`src/rtl/load_store_unit.sv`:
```
// Load/store unit between the core execute stage and data_memory.
// Word-crossing accesses are split into two aligned memory accesses, and the core is stalled for the first one.
module load_store_unit #(
    parameter int DMEM_W = 11
) (
    input  logic              clk,
    input  logic              rst,
    input  logic              req_valid,
    input  logic              req_we,
    input  logic [2:0]        req_funct3,
    input  logic [DMEM_W-1:0] req_addr,
    input  logic [31:0]       req_wdata,
    output logic              stall,
    output logic [31:0]       rdata,
    output logic              rdata_valid,
    output logic              err,
    output logic [DMEM_W-1:0] mem_addr,
    output logic [3:0]        mem_bmask,
    output logic              mem_wr_en,
    output logic [31:0]       mem_w_data,
    input  logic [31:0]       mem_r_data
);

    // state  | meaning
    // IDLE   | ready; aligned accesses and first halves of split accesses
    // SECOND | issuing the upper-word half of a split access
    typedef enum logic {
        IDLE,
        SECOND
    } state_t;

    state_t state, state_next;

    logic [31:0]       lo_q;
    logic              lo_load;
    logic [DMEM_W-3:0] word;
    logic [DMEM_W-3:0] word_inc;
    logic [1:0]        offset;
    logic [2:0]        size;
    logic [3:0]        base_mask;
    logic              legal;
    logic              misaligned;
    logic [7:0]        bmask_wide;
    logic [63:0]       wdata_wide;
    logic [63:0]       load_src;
    logic [63:0]       load_shift;
    logic [31:0]       load_ext;

    function automatic logic [31:0] extend(input logic [2:0] f3, input logic [31:0] raw);
        logic [31:0] res;
        case (f3)
            3'b000:  res = {{24{raw[7]}}, raw[7:0]};
            3'b001:  res = {{16{raw[15]}}, raw[15:0]};
            3'b100:  res = {24'h0, raw[7:0]};
            3'b101:  res = {16'h0, raw[15:0]};
            default: res = raw;
        endcase
        return res;
    endfunction

    assign word     = req_addr[DMEM_W-1:2];
    assign word_inc = word + 1'b1;    // wraps from the top word to word 0
    assign offset   = req_addr[1:0];

    always_comb begin
        size      = 3'd4;
        base_mask = 4'b1111;
        case (req_funct3[1:0])
            2'b00: begin
                size      = 3'd1;
                base_mask = 4'b0001;
            end
            2'b01: begin
                size      = 3'd2;
                base_mask = 4'b0011;
            end
            default: begin
                size      = 3'd4;
                base_mask = 4'b1111;
            end
        endcase
    end

    always_comb begin
        legal = 1'b0;
        case (req_funct3)
            3'b000, 3'b001, 3'b010: legal = 1'b1;
            3'b100, 3'b101:         legal = ~req_we;
            default:                legal = 1'b0;
        endcase
    end

    assign misaligned = (({1'b0, offset} + size) > 3'd4);

    // Low byte lanes / low word belong to the first access, high ones to the second.
    assign bmask_wide = {4'b0000, base_mask} << offset;
    assign wdata_wide = {32'h0, req_wdata} << {offset, 3'b000};

    assign load_src   = (state == SECOND) ? {mem_r_data, lo_q} : {32'h0, mem_r_data};
    assign load_shift = load_src >> {offset, 3'b000};
    assign load_ext   = extend(req_funct3, load_shift[31:0]);

    always_comb begin
        state_next  = state;
        stall       = 1'b0;
        rdata       = 32'h0;
        rdata_valid = 1'b0;
        err         = 1'b0;
        mem_addr    = {word, 2'b00};
        mem_bmask   = 4'b0000;
        mem_wr_en   = 1'b0;
        mem_w_data  = wdata_wide[31:0];
        lo_load     = 1'b0;

        if (!rst) begin
            case (state)
                IDLE: begin
                    if (req_valid) begin
                        if (!legal) begin
                            err = 1'b1;
                        end else begin
                            mem_bmask = bmask_wide[3:0];
                            mem_wr_en = req_we;
                            if (misaligned) begin
                                stall      = 1'b1;
                                lo_load    = ~req_we;
                                state_next = SECOND;
                            end else if (!req_we) begin
                                rdata       = load_ext;
                                rdata_valid = 1'b1;
                            end
                        end
                    end
                end
                SECOND: begin
                    // Always leave SECOND so a dropped or corrupted request cannot lock the unit.
                    state_next = IDLE;
                    mem_addr   = {word_inc, 2'b00};
                    mem_w_data = wdata_wide[63:32];
                    if (req_valid) begin
                        if (!legal) begin
                            err = 1'b1;
                        end else begin
                            mem_bmask = bmask_wide[7:4];
                            mem_wr_en = req_we;
                            if (!req_we) begin
                                rdata       = load_ext;
                                rdata_valid = 1'b1;
                            end
                        end
                    end
                end
                default: state_next = IDLE;
            endcase
        end
    end

    always_ff @(posedge clk or posedge rst) begin
        if (rst) begin
            state <= IDLE;
            lo_q  <= 32'h0;
        end else begin
            state <= state_next;
            if (lo_load) begin
                lo_q <= mem_r_data;
            end
        end
    end

endmodule
```
`config.mk`:
```
export PLATFORM = sky130hd
export DESIGN_NAME = load_store_unit
export DESIGN_NICKNAME = d
export VERILOG_FILES = /design/src/rtl/load_store_unit.sv
export SDC_FILE = /design/constraint.sdc
export NUM_CORES = 1
export LEC_CHECK = 0
export CAP_MARGIN = 10
export CORE_UTILIZATION = 49
export CTS_CLUSTER_DIAMETER = 60
export DETAILED_ROUTE_END_ITERATION = 10
export PLACE_DENSITY_LB_ADDON = 0.05
export SLEW_MARGIN = 20
export SYNTH_ARGS = -nofsm -noshare
export SYNTH_HDL_FRONTEND = slang
export SYNTH_SLANG_ARGS = --single-unit
```
`constraint.sdc`:
```
create_clock -name clk -period 8.6 [get_ports clk]
set_input_delay 0.86 -clock clk [delete_from_list [all_inputs] [get_ports clk]]
set_output_delay 0.86 -clock clk [all_outputs]
set_load 0.02 [all_outputs]
```
==> results.cfg <==
[critical_path]
required_ns = 7.74
r2r_slack_ns = 6.11
setup.worst_path.class = in2out
rr_worst_depth = 5
cp_cell_sequence = clkdlybuf4s50_1, or2_2, inv_1, ha_1, inv_1, fa_1, xor2_1, a211oi_1, nor4b_2, a22oi_2, buf_6, o21ba_1, clkdlybuf4s50_1
critPathTopFamily = buffers and inverters
path_buf_inv = 5
cp_slowest_cell = clkdlybuf4s50_1
worstSetupEndpoint = rdata[22]
cp_num_cells = 13
arrival_ns = 4.93
cp_slowest_stage_delay_ns = 0.71
crit_fanout = 16
r2r_end = lo_q[26]
timing.rr.start = state
startpoint_type = input pin
end_kind = output port
crit_start = req_funct3[1]

[placed_design]
io_buffers = 162
dp_hpwl_um = 9560
gp_congestion = 0.907
pre_cts_slack_ns = 2.59

[final_layout]
drive_gt1_share_pct = 16.0
final_common_cell = clkdlybuf4s50_1
final_util_pct = 71.0
antennaDiodeCount = 0
final_cell_mix = 160 x clkdlybuf4s50_1, 77 x mux2i_1, 49 x nand2_1
final_net_count = 704
nFillCells = 671
syn_to_final_growth_pct = 39.4

[yosys]
yosys.area_share.adder_pct = 1.37
syn_inst = 487
synth_compound_area_share_pct = 20.7
muxShareOfSynthArea_pct = 34.9
ys.warnings.count = 0
syn_avg_cell_area_um2 = 8.64
synth_edf_count = 0
synth.cell_area_um2 = 4210
synth_seq_cells = 33
async_flop_share_pct = 100
synthSimpleGateAreaFrac_pct = 14.0
synth_top_family_by_area = multiplexers
yosysSeqAreaShare_pct = 19.6
ys_types = 52
synthXorXnorAreaFrac_pct = 1.87
synthFlopType = dfrtp_1

[power_and_ir_drop]
pwr-share-seq_pct = 32.8
power_uw = 748
p_int_uw = 487
switching_share_pct = 34.9
pwr-share-comb_pct = 46.5
power_switching_uw = 261
clock_power_share_pct = 20.7
powerDensity_nw_per_um2 = 128
leakagePower_uw = 0.00238
peakVddDrop_mv = 0.0960

[drt]
drt-vias-per-instance = 6.16
drc_errors = 0
routedWlPerCell_um = 18.7
wl_um = 13500
drt_pass1_iterations = 5
vias = 4463
ant_nets = 0
drtIter0Drc = 276

[sta]
hold_violations = 0
setup_viol = 0
finalMaxSlewViolations = 0
setup_ws_ns = 2.81
rsz0062_at_grt = false
finClkSkew_ns = 0.00588
finalSetupTns_ns = 0
worstMarginPinSlew_ns = 1.03
maxSlewHeadroom_pct = 31.1
layout_worst_path_cycle_share_pct = 67.3
fin_crit_ns = 5.79
clock.fmax_mhz = 173

[global_routing]
grt_max_degree = 63
grt_overflow_total = 0
grt_pass1_wl_um = 21500
grt_pass1_vias = 4237
antenna_found_initial = 0
grt_usage_pct = 30.2

[clocking]
numCtsBuffers = 5
h-tree-depth = 2
clock_path_buffers = 2
numClockSinks = 33
post_cts_resized = 0
clock_latency_ns = 0.29
cts_root_buf = clkbuf_8
holdBufCountCts = 0
path_clk_slew_ns = 0.07
cts_tree = built
post_cts_buffers = 0

[die]
initial_core_util_pct = 51.0
die_h_um = 94.7
num_rows = 33
core_um2 = 8260
die_area_um2 = 8960
die_width_um = 94.7
pin_count = 165

[run]
maxCapViolCount = 0

[run_status]
status = finished, final reports clean

[worst_hold_path]
hold_path.class = reg2reg
-- cell type report --
class	count	area [um^2]	share of cell area, %
Inverter	8	30.0	0.512
Multi-Input combinational cell	399	3070	52.4
Sequential cell	33	827	14.1
Clock inverter	1	30.0	0.512
Timing Repair Buffer	171	1690	28.7
Clock buffer	7	86.3	1.47
Tap cell	105	131	2.24
-- per-stage QoR --
step           cells  hold WS [ns]  cell area [um^2]
6_report         724         0.509              5860
5_1_grt          724         0.526              5860
4_1_cts          723         0.511              5850
3_5_place_dp     715         0.495              5740
3_3_place_gp     715         0.485              5740
2_1_floorplan    488         0.475              4210
-- worst min path at each step --
stage | startpoint | to | slack (ns) | cells after the start
2_1_floorplan | lo_q[13] | lo_q[13] | 0.47 | 1
3_3_place_gp | lo_q[15] | lo_q[15] | 0.49 | 1
3_5_place_dp | lo_q[6] | lo_q[6] | 0.50 | 1
4_1_cts | lo_q[6] | lo_q[6] | 0.51 | 1
5_1_grt | lo_q[2] | lo_q[2] | 0.53 | 1
6_report | lo_q[6] | lo_q[6] | 0.51 | 1
-- flip-flops by register name (all words and copies together) (netlist names) --
| signal | cells |
|---|---|
| lo_q | 32 |
| state | 1 |
-- cell families (layout without fill, tap and decap cells) --
kind of cell,after synthesis,in the layout
adders and majority gates,4,4
and+or+nand+nor,129,129
DFF,33,33
AOI/OAI and AO/OA,124,124
muxes,131,131
other,1,2
buffers and inverters,56,187
xor gates and xnor gates,9,9
-- Yosys cell counts, types with 8 or more instances --
cell type  count  area [um^2]
nand3_1       10         50.1
and3_1        10         62.6
buf_2         15         75.1
mux2i_1       77          771
inv_1          8         30.0
a21oi_1       19         95.1
o22ai_1       15         93.8
nand2_1       49          184
buf_4         12         90.1
a21oi_2       14          123
nor2_1        36          135
mux2_2        45          507
o21ai_0       28          140
mux4_2         8          180
clkbuf_1      12         45.0
dfrtp_1       33          826
-- power by group through the flow --
stage,registers [uW],clock network (uW),logic (uW)
6_report,245,155,348
5_1_grt,253,163,376
4_1_cts,244,157,347
3_5_place_dp,247,0,345
3_3_place_gp,244,0,337
2_1_floorplan,236,0,229
-- routing by layer --
| layer | vias to the layer above | global-route usage (%) | routed length (um) |
|---|---|---|---|
| li1 | 2063 | - | - |
| met1 | 2144 | 39.5 | 5640 |
| met2 | 235 | 50.7 | 6480 |
| met3 | 21 | 4.11 | 1140 |
| met4 | 0 | 11.2 | 245 |
| met5 | - | 0 | 0 |
Note: power is estimated with default switching activity, not from simulation.
